[src/rtl/rom_fetch_pkg.sv]
// -----------------------------------------------------------------------------
// rom_fetch_pkg
//
// Definitions shared by the instruction fetch unit and the processor decoder.
// Both sides take instruction length from is_two_byte(), so they always agree
// on which opcodes carry an operand byte.
//
// Contents:
//   state_t           fetch FSM state encoding
//   TWO_BYTE_NIBBLES  bit n set when an opcode with low nibble n is two bytes
//   is_two_byte()     length decode of an opcode byte
// -----------------------------------------------------------------------------
package rom_fetch_pkg;

    typedef enum logic [1:0] {
        S_OP_ADDR  = 2'd0,  // address of the opcode is being presented to the ROM
        S_OP_DATA  = 2'd1,  // ROM data shows the opcode byte
        S_ARG_DATA = 2'd2,  // ROM data shows the operand byte
        S_OUT      = 2'd3   // instruction offered to execute, waiting for ready
    } state_t;

    // Low nibbles 0x0, 0x1, 0x2, 0x3, 0x6, 0x7 and 0x9 mark two-byte opcodes.
    localparam logic [15:0] TWO_BYTE_NIBBLES = 16'h02CF;

    function automatic logic is_two_byte(input logic [7:0] opcode);
        return TWO_BYTE_NIBBLES[opcode[3:0]];
    endfunction

endpackage

[src/rtl/rom_fetch_unit.sv]
// -----------------------------------------------------------------------------
// rom_fetch_unit
//
// Instruction fetch front end. Drives the synchronous instruction ROM (one
// cycle read latency), assembles one- or two-byte instructions and offers
// them to the execute stage with a valid/ready handshake. Execute can redirect
// the fetch stream to any address at any time.
//
// Ports:
//   clk             system clock, rising edge
//   reset           synchronous, active-high reset
//   rom_addr        registered ROM address
//   rom_data        ROM read data for the address seen at the previous edge
//   instr_valid     instruction fields below are valid
//   instr_ready     execute stage accepts the instruction
//   instr_opcode    opcode byte
//   instr_operand   operand byte, zero for one-byte instructions
//   instr_two_byte  instruction carries an operand
//   instr_pc        address of the opcode byte
//   redirect_en     one-cycle request to continue fetching at redirect_addr
//   redirect_addr   redirect target
// -----------------------------------------------------------------------------
module rom_fetch_unit
    import rom_fetch_pkg::*;
#(
    parameter int                      ADDR_WIDTH   = 8,
    parameter int                      DATA_WIDTH   = 8,
    parameter logic [ADDR_WIDTH-1:0]   RESET_VECTOR = '0
) (
    input  logic                  clk,
    input  logic                  reset,
    output logic [ADDR_WIDTH-1:0] rom_addr,
    input  logic [DATA_WIDTH-1:0] rom_data,
    output logic                  instr_valid,
    input  logic                  instr_ready,
    output logic [DATA_WIDTH-1:0] instr_opcode,
    output logic [DATA_WIDTH-1:0] instr_operand,
    output logic                  instr_two_byte,
    output logic [ADDR_WIDTH-1:0] instr_pc,
    input  logic                  redirect_en,
    input  logic [ADDR_WIDTH-1:0] redirect_addr
);

    localparam logic [ADDR_WIDTH-1:0] ONE = ADDR_WIDTH'(1);
    localparam logic [ADDR_WIDTH-1:0] TWO = ADDR_WIDTH'(2);

    state_t                  state;
    logic [ADDR_WIDTH-1:0]   pc;       // address of the instruction being assembled/offered
    logic [ADDR_WIDTH-1:0]   pc_next;  // address of the instruction after it

    // Address sums are ADDR_WIDTH wide, so they wrap from the top of the ROM to 0.
    assign pc_next = instr_two_byte ? pc + TWO : pc + ONE;

    // NOTE: every register here is assigned with <= so all of them see the
    // values from before the edge, whatever order the statements are in.
    always_ff @(posedge clk) begin
        if (reset) begin
            state          <= S_OP_ADDR;
            pc             <= RESET_VECTOR;
            rom_addr       <= RESET_VECTOR;
            instr_valid    <= 1'b0;
            instr_opcode   <= '0;
            instr_operand  <= '0;
            instr_two_byte <= 1'b0;
            instr_pc       <= '0;
        end else if (redirect_en) begin
            // Bytes already requested or latched are dropped; a handshake
            // in this same cycle has still consumed the offered instruction.
            state       <= S_OP_ADDR;
            pc          <= redirect_addr;
            rom_addr    <= redirect_addr;
            instr_valid <= 1'b0;
        end else begin
            case (state)
                S_OP_ADDR: begin
                    // Operand byte is requested speculatively; for a one-byte
                    // instruction the same fetch is the next opcode.
                    rom_addr <= pc + ONE;
                    state    <= S_OP_DATA;
                end

                S_OP_DATA: begin
                    instr_opcode <= rom_data;
                    instr_pc     <= pc;
                    if (is_two_byte(rom_data)) begin
                        instr_two_byte <= 1'b1;
                        rom_addr       <= pc + TWO;
                        state          <= S_ARG_DATA;
                    end else begin
                        // rom_addr stays at pc+1, which is the next opcode.
                        instr_two_byte <= 1'b0;
                        instr_operand  <= '0;
                        instr_valid    <= 1'b1;
                        state          <= S_OUT;
                    end
                end

                S_ARG_DATA: begin
                    // rom_addr stays at pc+2, which is the next opcode.
                    instr_operand <= rom_data;
                    instr_valid   <= 1'b1;
                    state         <= S_OUT;
                end

                S_OUT: begin
                    if (instr_valid && instr_ready) begin
                        // rom_addr has held pc_next since the opcode/operand
                        // edge, so the ROM already shows the next opcode and
                        // the fetch can skip S_OP_ADDR.
                        instr_valid <= 1'b0;
                        pc          <= pc_next;
                        rom_addr    <= pc_next + ONE;
                        state       <= S_OP_DATA;
                    end
                end

                default: begin
                    state <= S_OP_ADDR;
                end
            endcase
        end
    end

endmodule

[config.mk]
export PLATFORM = sky130hd
export DESIGN_NAME = rom_fetch_unit
export DESIGN_NICKNAME = d
export VERILOG_FILES = /design/src/rtl/rom_fetch_pkg.sv /design/src/rtl/rom_fetch_unit.sv
export SDC_FILE = /design/constraint.sdc
export NUM_CORES = 1
export LEC_CHECK = 0
export CORE_MARGIN = 10
export CORE_UTILIZATION = 46
export DETAILED_ROUTE_END_ITERATION = 10
export PLACE_DENSITY = 0.76
export SYNTH_ARGS = -nofsm -noshare
export SYNTH_HDL_FRONTEND = slang
export SYNTH_SLANG_ARGS = --single-unit
[constraint.sdc]
create_clock -name clk -period 2.31 [get_ports clk]
set_input_delay 0.3465 -clock clk [delete_from_list [all_inputs] [get_ports clk]]
set_output_delay 0.3465 -clock clk [all_outputs]
set_load 0.01 [all_outputs]
==> results.yml, run 1 <==
sta:
  rsz0062_at_grt: "false"
  finalCritPeriodShare_pct: 92.5
  fmax_mhz: 468
  hold_viol_final: 0
  final-max-slew-violation-count: 0
  fin_crit_ps: 2140
  worst_slew_pin_slew_ps: 489
  slew_headroom_pct: 67.4
  setup_viol: 0
  fin_setup_tns_ps: 0
  clock_skew_ps: 7.95
critical_path:
  cp.buffers_inverters: 1
  cp_cell_sequence: "buf_4, ha_1, o21ai_1, mux2_4, nor4b_2, nand3b_1, xnor2_1, o2bb2ai_1"
  critPathTopFamily: "simple AND/OR/NAND/NOR gates"
  reg2regPathDepth: 8
  arrival_ps: 2330
  worst_path_max_delay_cell: "nor4b_2"
  crit_fanout: 7
  slowest_delay_ps: 390
  cp-end-kind: "flip-flop"
  required_ps: 2500
  worstSetupPathType: "flip-flop to flip-flop"
  startpoint_type: "flip-flop"
  cp_num_cells: 8
global_routing:
  antenna_found_initial: 0
  grt_max_degree: 44
  track_usage_pct: 15.3
  grt_pass1_vias: 2292
  grt-ovfl-total: 0
  grt_pass1_wl_mm: 11.1
detailed_routing:
  drtIter0Drc: 150
  wl_mm: 6.71
  drtPass1Iterations: 4
  wire_per_inst_um: 15.1
  wl_met1_mm: 3.02
  routed-wl-met2_mm: 3.16
  ant_nets: 0
  wl_met3_um: 456
  vias_per_cell: 5.38
  vias: 2393
  drc: 0
  routed.top_layer: "met4"
placed_design:
  gp_congestion: 0.928
  io_buffers: 53
  placedCellCount: 436
  dp_hpwl_mm: 4.96
synth:
  yosysTopAreaCellShare_pct: 34.9
  yosys_warnings: 0
  synth_edf_count: 0
  ys_ff_latch: 44
  ys_types: 56
  synthFlopType: "dfxtp_1"
  yosysSeqAreaShare_pct: 34.9
  netlist_area_um2: 2520
  synth_top_cells_by_area: "dfxtp_1 (35%), nand2_1 (8.0%), a21oi_1 (7.5%), xnor2_1 (4.5%), nor2_1 (4.5%)"
  syn_area_per_cell_um2: 7.94
  synthArstFlopShare_pct: 0
  synth_largest_area_cell: "dfxtp_1"
  synth_cells: 318
  syn_nets: 345
cells_and_area:
  final_common_cell: "nand2_1"
  nFillCells: 473
  area_growth_pct: 28.1
  nets: 401
  final_cell_mix: "nand2_1 (54), clkdlybuf4s50_1 (53), dfxtp_1 (44), a21oi_1 (38), nor2_1 (30)"
  multi_input_area_um2: 1460
  regArea_um2: 881
  diodes: 0
  drive_above_1_share_pct: 10.7
  layout.cells.non_filler: 445
die:
  pin_count: 54
  die_y_um: 94.1
  start_util_pct: 48.5
  die_w_um: 94.1
  core_area_um2: 5200
  die_area_um2: 8850
  rows: 26
clocking:
  path_clk_slew_ps: 90
  numCtsBuffers: 5
  htree_levels: 2
  clock_sinks: 44
  clk_path_buf_depth: 2
  clock_latency_ps: 300
  cts-root-buf: "clkbuf_8"
  cts_hold_buf: 0
  cts_tree: "yes"
pwr:
  peakVddDrop_mv: 0.337
  p_per_area_nw_per_um2: 517
  total_leakage_power_nw: 1.17
flow_run:
  drv_cap: 0
min_path:
  min_path_type: "flip-flop to flip-flop"
  hold_depth: 2
run_status:
  status: "finished clean"
==> sequential cells by signal, summed over array words and instances, names as in the netlist <==
| name | cells |
|---|---|
| instr_opcode | 8 |
| instr_operand | 8 |
| instr_valid | 1 |
| instr_two_byte | 1 |
| pc | 8 |
| rom_addr | 8 |
| instr_pc | 8 |
| state | 2 |
==> final timing paths <==
check / start / to / slack (ps)
min reg2reg: instr_operand[5]$_SDFFE_PP0P_ / instr_operand[5]$_SDFFE_PP0P_ / 460
max: pc[1]$_SDFFE_PP0P_ / rom_addr[7]$_SDFFE_PP0P_ / 170
min: instr_operand[5]$_SDFFE_PP0P_ / instr_operand[5]$_SDFFE_PP0P_ / 460
max reg2reg: pc[1]$_SDFFE_PP0P_ / rom_addr[7]$_SDFFE_PP0P_ / 170
==> layout make-up <==
class                   count  share of cell area [%]
clock buffers               5                    2.13
clock inverters             3                   0.657
inverters                   7                   0.812
multi-input cells         243                    45.1
flip-flops and latches     44                    27.2
well taps                  70                    2.71
repair buffers             73                    21.4
==> synth_stat cells, drive strengths merged, types with 9 or more instances <==
cell    count
dfxtp      44
xnor2      13
nand2      54
a21oi      39
nand3      11
buf         9
clkbuf     14
xor2       10
nor2       30
nor3        9
o21ai      13
==> kinds of logic (layout without fill, tap and decap cells) <==
kind of cell,after synthesis,count (layout),synth area share (%)
multiplexers,6,6,2.73
AO/OA/AOI/OAI,81,81,19.9
buffers and inverters,31,88,7.63
XOR/XNOR,23,23,8.28
flip-flops,44,44,34.9
AND/OR/NAND/NOR,126,126,23.1
adder cells (fa/ha/maj),7,7,3.47
==> through the flow <==
step	worst slack [ps]	power [W]	hold WS [ps]	area (um2)	util (%)
floorplan	174	0.00105	476	2520	-
global placement	190	0.00119	437	3130	60.2
detailed placement	60.0	0.00120	446	3130	60.2
CTS	37.3	0.00169	462	3220	61.9
global route	7.65	0.00177	476	3240	62.2
finish	173	0.00167	458	3240	62.2
==> per-layer routing <==
metal	track usage (%)	vias up
li1	-	1206
met1	19.6	1117
met2	23.9	65
met3	4.56	5
met4	5.19	0
met5	0	-
==> power breakdown <==
| part | switching, W | total (W) | internal (W) |
|---|---|---|---|
| Clock | 0.000276 | 0.000491 | 0.000215 |
| Sequential | 0.0000309 | 0.000822 | 0.000791 |
| Combinational | 0.000182 | 0.000361 | 0.000179 |
==> worst min-delay path, delay by kind of cell (launching register included) <==
kind             cells  cell delay [ps]
flip-flops           1              320
AO/OA/AOI/OAI        1               50
AND/OR/NAND/NOR      1               50
==> repair_timing <==
| item | in CTS | in global routing |
|---|---|---|
| endpoints found under the setup margin | 0 | 1 |
| resized for setup | 0 | 2 |
| buffers inserted | 0 | 1 |
No activity file was read; power rests on OpenSTA's default activity.
==> run 2, diff against run 1 <==
--- a/config.mk
+++ b/config.mk
@@ -6,9 +6,10 @@
 export NUM_CORES = 1
 export LEC_CHECK = 0
 export CORE_MARGIN = 10
-export CORE_UTILIZATION = 46
+export CORE_UTILIZATION = 51
 export DETAILED_ROUTE_END_ITERATION = 10
-export PLACE_DENSITY = 0.76
+export GPL_ROUTABILITY_DRIVEN = 0
+export PLACE_DENSITY = 0.8
 export SYNTH_ARGS = -nofsm -noshare
 export SYNTH_HDL_FRONTEND = slang
 export SYNTH_SLANG_ARGS = --single-unit
==> constraint.sdc (replaced) <==
create_clock -name clk -period 2.39 [get_ports clk]
set_input_delay 0.3585 -clock clk [delete_from_list [all_inputs] [get_ports clk]]
set_output_delay 0.3585 -clock clk [all_outputs]
set_load 0.01 [all_outputs]
==> run 2 against run 1 <==
Against the previous run: flip-flop and latch count unchanged; clock power rose by 21%; register-to-register slack improved by 30 ps; critical path type unchanged; largest power group unchanged.
==> results.yml, run 2 (synthesized netlist as in run 1, its figures left out) <==
die:
  pin_count: 54
  die_y_um: 90.4
  die_w_um: 90.4
  core_area_um2: 4750
  rows: 25
  start_util_pct: 53.1
  die_area_um2: 8160
detailed_routing:
  drc: 0
  wire_per_inst_um: 15.8
  ant_nets: 0
  drtIter0Drc: 191
  wl_mm: 6.90
  drtPass1Iterations: 5
  vias_per_cell: 5.54
  vias: 2422
clocking:
  clock_sinks: 44
  path_clk_slew_ps: 90
  cts_hold_buf: 0
  cts-root-buf: "clkbuf_8"
  numCtsBuffers: 5
  cts_tree: "yes"
  htree_levels: 2
  clk_path_buf_depth: 2
  clock_latency_ps: 300
  cts_setup_buffers: 0
cells_and_area:
  area_growth_pct: 27.5
  diodes: 0
  nets: 396
  final_area_um2: 3220
  final_cell_mix: "nand2_1 (54), clkdlybuf4s50_1 (53), dfxtp_1 (44), a21oi_1 (38), nor2_1 (30)"
  final_common_cell: "nand2_1"
  drive_above_1_share_pct: 9.46
  layout.cells.non_filler: 437
  nFillCells: 418
sta:
  rsz0062_at_grt: "false"
  clock_skew_ps: 3.61
  whs_ps: 456
  setup_viol: 0
  fin_setup_tns_ps: 0
  timing.final.ws_setup_ps: 205
  fin_crit_ps: 2190
  finalCritPeriodShare_pct: 91.4
  fmax_mhz: 458
  slew_headroom_pct: 64.1
  hold_viol_final: 0
  worst_slew_pin_slew_ps: 537
  final-max-slew-violation-count: 0
global_routing:
  track_usage_pct: 16.7
  antenna_found_initial: 0
  grt_pass1_wl_mm: 11.5
  grt_pass1_vias: 2300
  grt_max_degree: 32
  grt-ovfl-total: 0
critical_path:
  cp-end-kind: "flip-flop"
  required_ps: 2560
  crit_fanout: 3
  slowest_delay_ps: 350
  path_common_cell: "ha_1"
  worst_path_max_delay_cell: "a2111oi_2"
  cp_cell_sequence: "ha_1, and2b_2, a21o_1, ha_1, o211ai_1, nor2_1, xnor2_1, a2111oi_2, nor4_1"
  cp.buffers_inverters: 0
  startpoint_type: "flip-flop"
  critPathTopFamily: "compound AO/OA/AOI/OAI gates"
  worstSetupPathType: "flip-flop to flip-flop"
  arrival_ps: 2350
pwr:
  p_per_area_nw_per_um2: 537
  peakVddDrop_mv: 0.437
  total_leakage_power_nw: 1.16
placed_design:
  post-place-ws_ps: 103
  placedCellCount: 429
  dp_hpwl_mm: 5.11
  io_buffers: 53
  place_area_um2: 3100
min_path:
  min_path_type: "flip-flop to flip-flop"
run_status:
  status: "finished clean"
flow_run:
  drv_cap: 0
==> run 2: changes by cell type in the layout (fill, tap and decap cells not counted), sizes merged <==
cell,previous run,this run
buf,20,15
bufinv,0,1
clkinv,1,0
==> run 2: path summary, 6_finish.rpt <==
kind / startpoint / end / slack, ps / cells past startpoint
max: pc[0]$_SDFFE_PP0P_ / rom_addr[4]$_SDFFE_PP0P_ / 200 / 9
min: instr_operand[6]$_SDFFE_PP0P_ / instr_operand[6]$_SDFFE_PP0P_ / 460 / 2
max reg2reg: pc[0]$_SDFFE_PP0P_ / rom_addr[4]$_SDFFE_PP0P_ / 200 / 9
min reg2reg: instr_operand[6]$_SDFFE_PP0P_ / instr_operand[6]$_SDFFE_PP0P_ / 460 / 2
==> run 2: per-stage QoR <==
stage	utilization, %	power (W)
final	67.7	0.00173
after global routing	67.7	0.00181
after CTS	67.6	0.00174
after detailed placement	65.2	0.00115
after global placement	65.2	0.00114
after floorplan	-	0.00102
==> run 2: worst reg2reg max path, cell delays in order, from the launching register on <==
cell and delay, ps:
dfxtp_1 320, ha_1 300, and2b_2 220, a21o_1 180, ha_1 220, o211ai_1 110, nor2_1 100, xnor2_1 150
a2111oi_2 350, nor4_1 90
==> run 2: repair_timing <==
item                       CTS  global route
setup endpoints to repair    0             1
hold endpoints to repair     0             0
gates resized for setup      0             2
==> run 2: layout make-up <==
| class | instances | area, um2 | area share, % |
|---|---|---|---|
| clock buffer | 5 | 68.8 | 2.14 |
| inverter | 7 | 26.3 | 0.816 |
| multi-input combinational | 243 | 1460 | 45.3 |
| clock inverter | 3 | 46.3 | 1.44 |
| tap | 67 | 83.8 | 2.60 |
| timing repair buffer | 68 | 656 | 20.4 |
| sequential | 44 | 881 | 27.4 |
==> run 2: report_power, final <==
part	leakage [nW]	switching (W)	internal (W)
Combinational	0.747	0.000179	0.000164
Sequential	0.359	0.0000292	0.000764
Clock	0.0548	0.000277	0.000315
Total	1.16	0.000485	0.00124
==> run 2: per-layer routing <==
layer	up-vias	track usage [%]	routed length, um
met2	101	25.7	3180
li1	1195	-	-
met5	-	0	0
met4	0	4.91	59
met1	1122	22.1	3130
met3	4	4.74	528
